$ cat config.mk
export PLATFORM = sky130hd
export DESIGN_NAME = nn_input_feeder
export DESIGN_NICKNAME = d
export VERILOG_FILES = /design/src/rtl/nn_input_feeder.sv
export SDC_FILE = /design/constraint.sdc
export NUM_CORES = 1
export LEC_CHECK = 0
export ABC_AREA = 1
export CORE_UTILIZATION = 40
export CTS_CLUSTER_DIAMETER = 100
export DETAILED_ROUTE_END_ITERATION = 6
export DONT_BUFFER_PORTS = 1
export GPL_ROUTABILITY_DRIVEN = 0
export SYNTH_ARGS = -nofsm -noshare
export SYNTH_HDL_FRONTEND = slang
export SYNTH_SLANG_ARGS = --single-unit
$ cat constraint.sdc
create_clock -name clk -period 4.2 [get_ports clk]
set_input_delay 0.21 -clock clk [delete_from_list [all_inputs] [get_ports clk]]
set_output_delay 0.21 -clock clk [all_outputs]
set_load 0.005 [all_outputs]
$ cat src/rtl/nn_input_feeder.sv
// ---------------------------------------------------------------------------
// nn_input_feeder
//
// Takes one labelled sample per frame from a host stream and converts it into
// the neural-network core's write interfaces. A frame is a 2-bit class label
// followed by NPIX 8-bit pixels of a row-major 15x15 image.
//   - The label produces three supervisor writes (spraddress 0..2). The
//     labelled class gets SPR_HI and the other classes get SPR_LO.
//   - Each pixel produces one pixel write of {1'b0, pix, 7'b0}. This is the
//     Q1.15 value pix/256.
//   - At the end of the frame, back_en is updated, frame_done pulses and
//     frame_cnt increments.
// The host is stalled whenever the core deasserts request_in.
//
// Ports:
//   clk, rst                  clock, synchronous active-high reset
//   label_in/_valid/_ready    label handshake (ready only in IDLE)
//   pix_in/_valid/_ready      pixel handshake (ready only in PIX)
//   request_in                core permits writes this cycle
//   data/wraddress/wren       registered pixel write port to the core
//   sprdata/spraddress/spren  registered supervisor write port to the core
//   back_en                   1 = core trains on the current frame
//   frame_done                one-cycle pulse after the last pixel write
//   frame_cnt                 completed frames, wraps at 16'hFFFF
// ---------------------------------------------------------------------------
module nn_input_feeder #(
    parameter int unsigned NPIX   = 225,
    parameter logic [15:0] SPR_HI = 16'h7000,
    parameter logic [15:0] SPR_LO = 16'h0000
) (
    input  logic        clk,
    input  logic        rst,
    input  logic [1:0]  label_in,
    input  logic        label_valid,
    output logic        label_ready,
    input  logic [7:0]  pix_in,
    input  logic        pix_valid,
    output logic        pix_ready,
    input  logic        request_in,
    output logic [15:0] data,
    output logic [7:0]  wraddress,
    output logic        wren,
    output logic [15:0] sprdata,
    output logic [1:0]  spraddress,
    output logic        spren,
    output logic        back_en,
    output logic        frame_done,
    output logic [15:0] frame_cnt
);

    typedef enum logic [1:0] {
        IDLE,
        SPR,
        PIX,
        DONE
    } state_t;

    localparam logic [7:0] LAST_PIX = 8'(NPIX - 1);
    localparam logic [1:0] LAST_SPR = 2'd2;
    localparam logic [1:0] NO_LABEL = 2'd3;

    state_t      state_q, state_d;
    logic [1:0]  label_q, label_d;
    logic [1:0]  spr_idx_q, spr_idx_d;
    logic [7:0]  pix_idx_q, pix_idx_d;
    logic [15:0] data_q, data_d;
    logic [7:0]  wraddress_q, wraddress_d;
    logic        wren_q, wren_d;
    logic [15:0] sprdata_q, sprdata_d;
    logic [1:0]  spraddress_q, spraddress_d;
    logic        spren_q, spren_d;
    logic        back_en_q, back_en_d;
    logic        frame_done_q, frame_done_d;
    logic [15:0] frame_cnt_q, frame_cnt_d;

    always_comb begin
        // NOTE: every combinational output gets a default before the case.
        // Without these defaults, any path that skips an assignment would
        // infer a latch.
        state_d      = state_q;
        label_d      = label_q;
        spr_idx_d    = spr_idx_q;
        pix_idx_d    = pix_idx_q;
        data_d       = data_q;
        wraddress_d  = wraddress_q;
        wren_d       = 1'b0;
        sprdata_d    = sprdata_q;
        spraddress_d = spraddress_q;
        spren_d      = 1'b0;
        back_en_d    = back_en_q;
        frame_done_d = 1'b0;
        frame_cnt_d  = frame_cnt_q;
        label_ready  = 1'b0;
        pix_ready    = 1'b0;

        case (state_q)
            IDLE: begin
                label_ready = request_in;
                if (label_valid && request_in) begin
                    label_d   = label_in;
                    spr_idx_d = 2'd0;
                    state_d   = SPR;
                end
            end

            // One supervisor write per cycle while the core allows it.
            // A low request_in freezes spr_idx, so the write sequence
            // resumes where it stopped.
            SPR: begin
                if (request_in) begin
                    spren_d      = 1'b1;
                    spraddress_d = spr_idx_q;
                    sprdata_d    = (spr_idx_q == label_q) ? SPR_HI : SPR_LO;
                    if (spr_idx_q == LAST_SPR) begin
                        pix_idx_d = 8'd0;
                        state_d   = PIX;
                    end else begin
                        spr_idx_d = spr_idx_q + 2'd1;
                    end
                end
            end

            PIX: begin
                pix_ready = request_in;
                if (pix_valid && request_in) begin
                    wren_d      = 1'b1;
                    data_d      = {1'b0, pix_in, 7'b0};
                    wraddress_d = pix_idx_q;
                    pix_idx_d   = pix_idx_q + 8'd1;
                    if (pix_idx_q == LAST_PIX) begin
                        state_d = DONE;
                    end
                end
            end

            DONE: begin
                frame_done_d = 1'b1;
                frame_cnt_d  = frame_cnt_q + 16'd1;
                back_en_d    = (label_q != NO_LABEL);
                state_d      = IDLE;
            end

            default: state_d = IDLE;
        endcase
    end

    // NOTE: sequential state uses non-blocking assignments only. Every
    // register therefore samples its _d value from the same clock edge.
    // The data and address registers are plain flops, not a memory, so
    // resetting them costs nothing. Clearing them gives the core a clean,
    // defined bus after reset.
    always_ff @(posedge clk) begin
        if (rst) begin
            state_q      <= IDLE;
            label_q      <= NO_LABEL;
            spr_idx_q    <= 2'd0;
            pix_idx_q    <= 8'd0;
            data_q       <= 16'd0;
            wraddress_q  <= 8'd0;
            wren_q       <= 1'b0;
            sprdata_q    <= 16'd0;
            spraddress_q <= 2'd0;
            spren_q      <= 1'b0;
            back_en_q    <= 1'b0;
            frame_done_q <= 1'b0;
            frame_cnt_q  <= 16'd0;
        end else begin
            state_q      <= state_d;
            label_q      <= label_d;
            spr_idx_q    <= spr_idx_d;
            pix_idx_q    <= pix_idx_d;
            data_q       <= data_d;
            wraddress_q  <= wraddress_d;
            wren_q       <= wren_d;
            sprdata_q    <= sprdata_d;
            spraddress_q <= spraddress_d;
            spren_q      <= spren_d;
            back_en_q    <= back_en_d;
            frame_done_q <= frame_done_d;
            frame_cnt_q  <= frame_cnt_d;
        end
    end

    assign data       = data_q;
    assign wraddress  = wraddress_q;
    assign wren       = wren_q;
    assign sprdata    = sprdata_q;
    assign spraddress = spraddress_q;
    assign spren      = spren_q;
    assign back_en    = back_en_q;
    assign frame_done = frame_done_q;
    assign frame_cnt  = frame_cnt_q;

endmodule

Yosys cells after proc, flatten, opt, wreduce, memory -nomap -nowiden

Cells that the tools add are included.

$add $sub $neg: 3
Equal/unequal tests: 13
Mux-type cells: 20
Bitwise gates (word level): 2
Reductions and logical operators: 13

Operators by type and width:

| kind                                                             | count |
|---|---|
| 8-bit two-way mux                                                | 3 |
| 16-bit by 1-bit adder with 16-bit output (second input constant) | 1 |
| 2-bit two-way mux                                                | 8 |
| 8-bit case mux with 2 select lines                               | 1 |
| 15-bit two-way mux                                               | 1 |
| 2-bit != test (second input constant)                            | 7 |
| 8-bit by 1-bit adder with 8-bit output (second input constant)   | 1 |
| 8-bit == test (second input constant)                            | 1 |
| 2-bit case mux with 4 select lines                               | 1 |
| 4-bit AND reduction                                              | 2 |
| 2-bit == test (second input constant)                            | 3 |
| 2-bit AND reduction                                              | 3 |
| 1-bit two-way mux                                                | 5 |
| 5-bit AND reduction                                              | 1 |
| 2-bit case mux with 2 select lines                               | 1 |
| 2-bit nonzero test                                               | 2 |
| 2-bit OR reduction                                               | 2 |
| 2-bit by 1-bit adder with 2-bit output (second input constant)   | 1 |
| 2-bit by 1-bit == test with 1-bit output (second input constant) | 1 |
| 2-bit == test                                                    | 1 |
| 1-bit logical AND                                                | 2 |
| 2-bit zero test                                                  | 1 |
| 1-bit NOT                                                        | 2 |

Register bits after elaboration: 68
Input bits: 15
Output and inout port bits: 64

Logic depth before layout (Yosys ltp)

Gate-level depths: netlist (run 1).

Depth after elaboration: 4
Mapped depth: 11

Worst setup path after synthesis (run 1)

Ideal clock, no wire load.

Kind: register to register
Start: register state_q[1]
End: register pix_idx_q[4]
Arrival: 1.316 ns
Required time: 4.136 ns
Path slack: 2.820 ns
Cell stages (with the launch flop): 8
Path buffers: 0
Period minus slack after synthesis: 1.380 ns
Cell sequence: dfxtp_1 > inv_1 > ha_1 > nand2_1 > inv_1 > a31oi_1 > o21ai_1 > nor2_1

Longest elaborated chain between the ends: 3

Ends and longest elaborated chain:

| element                                                                          | line | RTL |
|---|---|---|
| start: declaration                                                               | 62   | `state_t state_q, state_d;` |
| start signal: assignment                                                         | 168  | `state_q <= state_d;` |
| 2-bit == test / 2-bit by 1-bit == test with 1-bit output (equally long branches) | 96   | `case (state_q)` |
| 2-bit != test (no line) / 2-bit nonzero test (equally long branches)             | -    |  |
| 4-bit AND reduction (no line)                                                    | -    |  |
| end signal: assignment                                                           | 171  | `pix_idx_q <= pix_idx_d;` |
| end: declaration                                                                 | 65   | `logic [7:0] pix_idx_q, pix_idx_d;` |

Parallel ways exist; a longest one is shown, timed or not.
A chain may end at the register's enable or synchronous reset.

Final worst setup path (run 1)

Start: register state_q[1]
End: register pix_idx_q[2]

The elaborated chain is that of the path after synthesis.

==> key figures, run 1 <==
Final layout
  – Diode count: 0
  – P&R area growth vs syn: 1.92%
  – Fin area: 2660 µm²
  – Final-stage net count: 374
  – Ratio of cells with drive above 1 in the final layout: 0.0541
  – Layout fillers: 655
  – Final Util: 0.421

Clocking
  – CTS Buf Count: 5
  – Reg clk slew, reported paths: 90 ps
  – Worst-Skew Late Latency: ~300 ps
  – CTS Buffer Depth: 2
  – Sink Count: 53
  – Root Buffer: clkbuf_8
  – H-tree depth: 2
  – CTS tree: yes

Power
  – Leak Pwr: 0.00109 µW
  – Pwr per Cell Area: between 400 and 500 nW/µm²
  – VDD IR max: roughly 0.18 mV

Hold path
  – Worst Hold Depth: 2
  – Hold path startpoint: label_in[1]
  – Worst hold path endpoint: label_q[1]
  – Worst min-delay path category: in -> reg

Yosys
  – Netlist cell types: 32
  – Mapped Area: 2610 µm²
  – Sequential area share after synthesis: 0.407
  – Synth Instances: 354
  – Synth Warn #: 0
  – #FFs+latches synth: 53
  – Post-Syn Area per Cell: 7.37 µm²

Global routing
  – Largest net degree at the start of global routing: 27
  – Gr usage total: 0.160
  – Vias in the first global route: around 1800
  – Gr ovfl total: 0
  – Initial antenna violation count: 0
  – First-pass GRT wire length: a little over 8 mm

Setup path
  – WP data arrival: 1930 ps
  – R2r endpoint: pix_idx_q[2]
  – Worst-path fanout max: 7
  – R2R Setup Slk: 2510 ps
  – CP required: around 4400 ps
  – Worst Setup Start Kind: flop
  – Crit Path Class: reg -> reg
  – Crit. End Element: flop
  – RR Startpoint: state_q[1]
  – Reg2Reg Depth: 7

Route
  – DRC: 0
  – Total wire length: 5.23 mm
  – Antenna-violating nets left: 0
  – Via/cell ratio: 4.88
  – DR WL/cell: between 10 and 15 µm
  – DRT Pass-1 Iters: 4
  – Vias: 2088
  – Iter 0 DRT Violations: 111

Floorplan
  – # IOs: 79
  – # rows: 29
  – Core ar.: ~6300 µm²
  – Die area: around 7000 µm²
  – Die height: 82.8 µm
  – Starting density of the core: 0.413
  – Horiz. Die Dim: 82.8 µm

STA
  – Worst Skew: 8.83 ps
  – Setup TNS: 0 ps
  – Final Hold Viols: 0
  – Slew Limit Fails: 0
  – Tcrit/Tclk final: 0.402
  – Tightest Pin Transition: 1060 ps
  – Slew HR: 0.291
  – RSZ-0062 raised after global routing: no
  – Max Freq: 592 MHz
  – Final setup viols: 0
  – Setup ws final: 2510 ps
  – Clock period minus worst slack: between 1500 and 2000 ps

Place
  – Placed instance area: 2560 µm²
  – Port bufs: 0
  – Pre-CTS WS: 2500 ps
  – HPWL Detailed: 3.73 mm

Run status
  – Run status: complete, no violations

Run
  – Max Cap Viol: 0
final cells by class:
class | count | area, µm² | share of cell area
Inverter | 38 | 150 | 0.0565
Clock buffer | 7 | 86.3 | 0.0325
Tap cell | 77 | 96.3 | 0.0362
Multi-Input combinational cell | 252 | 1250 | 0.472
Timing Repair Buffer | 1 | 10.0 | 0.00376
Sequential cell | 53 | 1060 | 0.399
registers in the layout (all words and copies together) (netlist names):
name        count
frame_cnt      16
back_en         1
spren           1
wren            1
wraddress       8
pix_idx_q       8
state_q         2
frame_done      1
spraddress      2
sprdata         1
spr_idx_q       2
data            8
label_q         2
where the power goes:
group	total (µW)	switching [µW]	internal [µW]
combinational	241	160	80.4
clock	293	161	131
sequential	576	37.2	539
cells in the final DEF, fill, tap and decap left out:
master | Yosys | final
a21oi_1 | 34 | 34
a31oi_1 | 2 | 2
clkbuf_1 | 3 | 1
clkbuf_8 | 1 | 6
clkinv_1 | 1 | 1
clkinv_4 | 1 | 1
conb_1 | 1 | 21
dfxtp_1 | 53 | 53
dlygate4sd3_1 | 0 | 1
ha_1 | 8 | 8
inv_1 | 33 | 33
inv_2 | 2 | 2
inv_4 | 1 | 1
nand2_1 | 69 | 69
nand2_2 | 3 | 3
nand2_4 | 1 | 1
nand2_8 | 2 | 2
nand3_1 | 32 | 32
nand3_2 | 1 | 1
nand3b_1 | 1 | 1
nand4_1 | 4 | 4
nor2_1 | 43 | 43
nor2_4 | 1 | 1
nor3_1 | 8 | 8
nor3_4 | 1 | 1
o21a_1 | 1 | 1
o21ai_0 | 9 | 9
o21ai_1 | 4 | 4
o31ai_1 | 1 | 1
xnor2_1 | 4 | 4
xor2_1 | 2 | 2
routing by layer:
| layer | global-route usage | wire, µm | vias up | share of wire |
|---|---|---|---|---|
| met4 | 0.0603 | 70 | 0 | 0.013 |
| met3 | 0.0396 | 257 | 7 | 0.049 |
| li1 | - | - | 1082 | - |
| met2 | 0.282 | 2450 | 50 | 0.47 |
| met5 | 0 | 0 | - | 0 |
| met1 | 0.185 | 2450 | 949 | 0.47 |
worst max-delay path by stage:
stage | startpoint | endpoint | slack (ps) | cells past startpoint
after floorplan | state_q[1] | pix_idx_q[4] | 2820 | 7
after global placement | state_q[0] | pix_idx_q[4] | 2530 | 10
after detailed placement | state_q[1] | pix_idx_q[2] | 2500 | 7
after CTS | state_q[1] | pix_idx_q[2] | 2480 | 7
after global routing | state_q[1] | pix_idx_q[2] | 2290 | 7
final | state_q[1] | pix_idx_q[2] | 2510 | 7
kinds of logic after synthesis:
family / after synthesis / synth area share
AND/OR/NAND/NOR: 166 / 0.292
flip-flops: 53 / 0.407
AO/OA/AOI/OAI: 51 / 0.101
other: 1 / 0.00144
XOR/XNOR: 6 / 0.0201
adder cells (fa/ha/maj): 8 / 0.0384
buffers and inverters: 69 / 0.141
cell usage after synthesis, drive strengths merged:
cell type | n | area share
nand2 | 75 | 0.13
dfxtp | 53 | 0.41
nor2 | 44 | 0.066
inv | 36 | 0.053
a21oi | 34 | 0.065
nand3 | 33 | 0.065
buf | 27 | 0.074
o21ai | 13 | 0.025
nor3 | 9 | 0.022
ha | 8 | 0.038
clkbuf | 4 | 0.0096
nand4 | 4 | 0.0096
xnor2 | 4 | 0.013
a31oi | 2 | 0.0048
clkinv | 2 | 0.0048
xor2 | 2 | 0.0067
conb | 1 | 0.0014
nand3b | 1 | 0.0029
o21a | 1 | 0.0029
o31ai | 1 | 0.0029
metrics by stage:
stage	std cells	power (µW)	hold slack, ps
global placement	420	821	284
floorplan	374	802	336
CTS	428	1120	25.7
detailed placement	420	825	287
finish	428	1110	29.2
global route	428	1180	18.5
repair_timing:
| action | 4_1_cts | 5_1_grt |
|---|---|---|
| endpoints found under the hold margin | 26 | 0 |
| setup buffers | 0 | 0 |
| resized for setup | 0 | 0 |
| hold buffers | 1 | 0 |
| endpoints found under the setup margin | 0 | 0 |
worst max-delay path: stages, from the launching register on:
cell and delay, ps:
dfxtp_1 380, inv_1 70, ha_1 250, nand2_1 130, inv_1 100, a31oi_1 430
nand2_1 110, a21oi_1 140
Note: power is estimated with default switching activity, not from simulation.
==> run 2, diff against run 1 <==
==> constraint.sdc (replaced) <==
create_clock -name clk -period 1.6 [get_ports clk]
set_input_delay 0.08 -clock clk [delete_from_list [all_inputs] [get_ports clk]]
set_output_delay 0.08 -clock clk [all_outputs]
set_load 0.005 [all_outputs]
==> key figures, run 2 (synthesis results as in run 1) <==
STA
  – Tightest Pin Transition: about 1100 ps
  – Clock period minus worst slack: ~1500 ps
  – Max Freq: 677 MHz
  – Worst Skew: 4.62 ps
  – Slew Limit Fails: 0
  – Slew HR: 0.293
  – RSZ-0062 raised after global routing: no
  – Final hold slack: ~70 ps
  – Final Hold Viols: 0
  – Final setup viols: 0
  – Setup TNS: 0 ps
  – Setup ws final: 123 ps
  – Tcrit/Tclk final: 0.923

Clocking
  – CTS tree: yes
  – Post-CTS Setup Inserts: 0
  – Reg clk slew, reported paths: 90 ps
  – Worst-Skew Late Latency: 300 ps
  – Sink Count: 53
  – CTS Buf Count: 5
  – H-tree depth: 2
  – Root Buffer: clkbuf_8
  – CTS Buffer Depth: 2

Setup path
  – CP required: 1800 ps
  – Crit. End Element: flop
  – End point of the critical path: spr_idx_q[0]
  – CP Buf/Inv Count: 4
  – Crit path largest cell delay: 340 ps
  – Crit Path Class: reg -> reg
  – CP delay by family, top: flip-flops
  – CP most frequent cell: inv_1
  – R2R Setup Slk: 120 ps
  – WP data arrival: between 1500 and 2000 ps
  – CP max-delay cell: dfxtp_1
  – R2r endpoint: spr_idx_q[0]
  – Critical path origin: state_q[0]
  – Critical-path cell list: inv_1 -> ha_1 -> inv_1 -> o21ai_0 -> inv_1 -> nor2_1 -> inv_1 -> a21oi_1 -> nor2_1
  – Reg2Reg Depth: 9
  – CP Depth: 9
  – Worst-path fanout max: 5
  – Worst Setup Start Kind: flop
  – RR Startpoint: state_q[0]

Hold path
  – Worst min-delay path category: in -> reg
  – Hold path startpoint: request_in

Route
  – DR WL/cell: about 12 µm
  – DRT Pass-1 Iters: 4
  – Vias: 2173
  – Total wire length: 5.46 mm
  – Iter 0 DRT Violations: 140
  – Antenna-violating nets left: 0
  – Via/cell ratio: 4.88
  – DRC: 0

Power
  – VDD IR max: 0.491 mV
  – Pwr per Cell Area: 1100 nW/µm²
  – Leak Pwr: about 0.0012 µW

Floorplan
  – Starting density of the core: 0.413
  – # IOs: 79
  – Die area: around 6800 µm²
  – Horiz. Die Dim: 82.8 µm
  – Die height: 82.8 µm
  – Core ar.: 6310 µm²
  – # rows: 29

Final layout
  – Most frequent cells in the layout: nand2_1 (68), dfxtp_1 (52), nor2_1 (43)
  – Multi-input gate area: 1260 µm²
  – Max reg flops: 16
  – FF/Latch Area: 1060 µm²
  – Layout fillers: ~640
  – Non-Filler Instances: about 450
  – Ratio of cells with drive above 1 in the final layout: 0.0815
  – Most common cell after layout, fill and taps aside: nand2_1
  – P&R area growth vs syn: 9.35%
  – Diode count: 0
  – Fin area: 2850 µm²
  – Final-stage net count: 390

Global routing
  – Gr usage total: 0.166
  – Largest net degree at the start of global routing: 28
  – First-pass GRT wire length: 8.80 mm
  – Vias in the first global route: 1912
  – Initial antenna violation count: 0
  – Gr ovfl total: 0

Place
  – Placed instance area: ~2600 µm²
  – Port bufs: 0
  – # placed instances: 424
  – HPWL Detailed: 3.82 mm
  – Pre-CTS WS: 52.2 ps

Run
  – Max Cap Viol: 0

Run status
  – Run status: complete, no violations
-- run 2: changes by cell type in the layout (fill, tap and decap cells not counted), moves of 3 or more --
cell           before  now
dlygate4sd3_1       1   12
buf_4               0    4
ha_1                8    5
ha_2                0    3
-- run 2: power by group --
group,switching [µW],total (µW),leakage (µW),internal [µW]
registers,103,1520,0.000429,1420
logic,436,682,0.000684,246
clock network,427,938,0.0000585,511
-- run 2: worst min path at each step --
stage	endpoint	slack, ps	depth (start not counted)
floorplan	label_q[0]	210	2
global placement	data[13]	150	1
detailed placement	frame_cnt[8]	160	1
CTS	wren	70	4
global route	wren	70	4
finish	wren	70	4
-- run 2: final cells by class --
class                           count  share of cell area
Tap cell                           77              0.0338
Multi-Input combinational cell    252               0.443
Sequential cell                    53               0.372
Timing Repair Buffer               17              0.0570
Clock buffer                        7              0.0303
Inverter                           38              0.0526
Clock inverter                      1              0.0105
-- run 2: metal layers --
layer	vias to the layer above	share of wire	GRT usage
met5	-	0	0
met4	0	0.010	0.0500
met3	6	0.049	0.0385
met2	55	0.47	0.271
met1	990	0.47	0.216
li1	1122	-	-
-- run 2: metrics by stage --
stage	power, µW	util
final	3140	0.452
after global routing	3350	0.452
after CTS	3150	0.450
after detailed placement	2170	0.411
after global placement	2170	0.411
after floorplan	2110	-
-- run 2: what timing repair did --
item / in CTS / in global routing
hold buffers: 13 / 0
endpoints found under the hold margin: 29 / 0
setup endpoints to repair: 0 / 20
resized for setup: 0 / 7
-- run 2: worst reg2reg max path: cells and delay by family (launching register included) --
family          cells  cell delay (ps)
compound gates      2              270
fa+ha+maj           1              250
buf+inv             4              320
flops               1              340
simple gates        2              210
==> run 3, diff against run 2 <==
--- a/config.mk
+++ b/config.mk
@@ -7,6 +7,7 @@
 export LEC_CHECK = 0
 export ABC_AREA = 1
 export CORE_UTILIZATION = 40
+export CTS_BUF_LIST = sky130_fd_sc_hd__clkbuf_4 sky130_fd_sc_hd__clkbuf_8
 export CTS_CLUSTER_DIAMETER = 100
 export DETAILED_ROUTE_END_ITERATION = 6
 export DONT_BUFFER_PORTS = 1
==> key figures, run 3 (synthesis results as in run 1) <==
Run status
  – Run status: complete, no violations

Global routing
  – Gr ovfl total: 0
  – First-pass GRT wire length: 8.80 mm
  – Vias in the first global route: ~1900
  – Largest net degree at the start of global routing: 28
  – Initial antenna violation count: 0
  – Gr usage total: 0.166

Setup path
  – RR Startpoint: state_q[0]
  – WP data arrival: 1670 ps
  – Crit path largest cell delay: 340 ps
  – Worst Setup Start Kind: flop
  – Crit Path Class: reg -> reg
  – Reg2Reg Depth: 9
  – Critical-path cell list: inv_1 -> ha_1 -> inv_1 -> o21ai_0 -> inv_1 -> nor2_1 -> inv_1 -> a21oi_1 -> nor2_1
  – Crit. End Element: flop
  – CP Buf/Inv Count: 4
  – CP required: approximately 1800 ps
  – CP max-delay cell: dfxtp_1
  – Worst-path fanout max: 5
  – CP most frequent cell: inv_1
  – R2r endpoint: spr_idx_q[0]
  – CP delay by family, top: flip-flops
  – R2R Setup Slk: ~120 ps

Hold path
  – Worst min-delay path category: in -> reg
  – Hold path startpoint: request_in
  – Worst hold path endpoint: wren
  – Worst Hold Depth: 4

Route
  – Iter 0 DRT Violations: 140
  – DRC: 0
  – Vias: approximately 2200
  – DR WL/cell: 12.3 µm
  – Antenna-violating nets left: 0
  – DRT Pass-1 Iters: 4
  – Total wire length: 5.47 mm
  – Via/cell ratio: 4.88

STA
  – Clock period minus worst slack: 1480 ps
  – Final Hold Viols: 0
  – Max Freq: 677 MHz
  – Tightest Pin Transition: 1070 ps
  – Worst Skew: 4.40 ps
  – Tcrit/Tclk final: 0.923
  – RSZ-0062 raised after global routing: no
  – Slew Limit Fails: 0
  – Slew HR: 0.286
  – Final setup viols: 0
  – Setup TNS: 0 ps

Clocking
  – CTS tree: yes
  – Sink Count: between 50 and 60
  – CTS Buffer Depth: 2
  – CTS Buf Count: 5
  – Root Buffer: clkbuf_8
  – Worst-Skew Late Latency: 300 ps
  – H-tree depth: 2
  – Reg clk slew, reported paths: 90 ps

Floorplan
  – Core ar.: about 6300 µm²
  – Horiz. Die Dim: 82.8 µm
  – Die area: approximately 7000 µm²
  – Die height: around 83 µm
  – # IOs: 79
  – # rows: 29
  – Starting density of the core: 0.413

Power
  – VDD IR max: 0.491 mV
  – Leak Pwr: between 0.001 and 0.0015 µW
  – Pwr per Cell Area: 1110 nW/µm²

Final layout
  – Final-stage net count: 390
  – Max reg flops: 16
  – FF/Latch Area: ~1100 µm²
  – P&R area growth vs syn: 9.50%
  – Ratio of cells with drive above 1 in the final layout: 0.0842
  – Most frequent cells in the layout: nand2_1 (68), dfxtp_1 (52), nor2_1 (43)
  – Most common cell after layout, fill and taps aside: nand2_1
  – Fin area: 2860 µm²
  – Diode count: 0
  – Layout fillers: 638
  – Multi-input gate area: between 1000 and 1500 µm²

Place
  – HPWL Detailed: 3.82 mm
  – Placed instance area: 2590 µm²
  – Port bufs: 0

Run
  – Max Cap Viol: 0
## run 3: where the power goes
| group | switching [µW] | internal (µW) | total [µW] | leakage [µW] |
|---|---|---|---|---|
| clock | 428 | 528 | 956 | 0.0000619 |
| combinational | 436 | 246 | 683 | 0.000684 |
| sequential | 103 | 1420 | 1520 | 0.000429 |
| total | 968 | 2190 | 3160 | 0.00118 |
## run 3: cell type report
cell class	instances	area share
inverter	38	0.0526
clock buffer	7	0.0315
timing repair buffer	17	0.0569
multi-input combinational	252	0.443
sequential	53	0.372
clock inverter	1	0.0105
tap	77	0.0337
## run 3: worst min-delay path: cells and delay by family
kind / cells / cell delay [ps]
and+or+nand+nor: 3 / 200
buffers and inverters: 1 / 60
## run 3: metrics by stage
stage          setup slack (ps)  hold slack (ps)  power (µW)   util  instances
6_report                    124             70.5        3160  0.452        445
3_5_place_dp               52.2              156        2170  0.411        424
5_1_grt                    7.45             72.2        3360  0.452        445
2_1_floorplan               220              206        2110      -        374
3_3_place_gp                102              154        2170  0.411        424
4_1_cts                    15.8             70.9        3170  0.450        445
## run 3: worst max-delay path by stage
stage / start / end / slack [ps] / cells past startpoint
floorplan: state_q[1] / pix_idx_q[4] / 220 / 7
global placement: state_q[1] / pix_idx_q[0] / 100 / 8
detailed placement: state_q[1] / pix_idx_q[0] / 50 / 8
CTS: state_q[1] / pix_idx_q[0] / 20 / 8
global route: state_q[0] / spr_idx_q[0] / 7 / 9
finish: state_q[0] / spr_idx_q[0] / 120 / 9
## run 3: timing repair
action	CTS	global route
hold buffers	13	0
buffers inserted	0	0
setup endpoints to repair	0	20
endpoints found under the hold margin	29	0
gates resized for setup	0	7
## run 3: per-layer routing
| metal | vias to the layer above | track usage | routed length [µm] |
|---|---|---|---|
| met5 | - | 0 | 0 |
| met4 | 0 | 0.0500 | 55 |
| met3 | 6 | 0.0385 | 274 |
| met2 | 55 | 0.271 | 2540 |
| met1 | 988 | 0.216 | 2600 |
| li1 | 1123 | - | - |
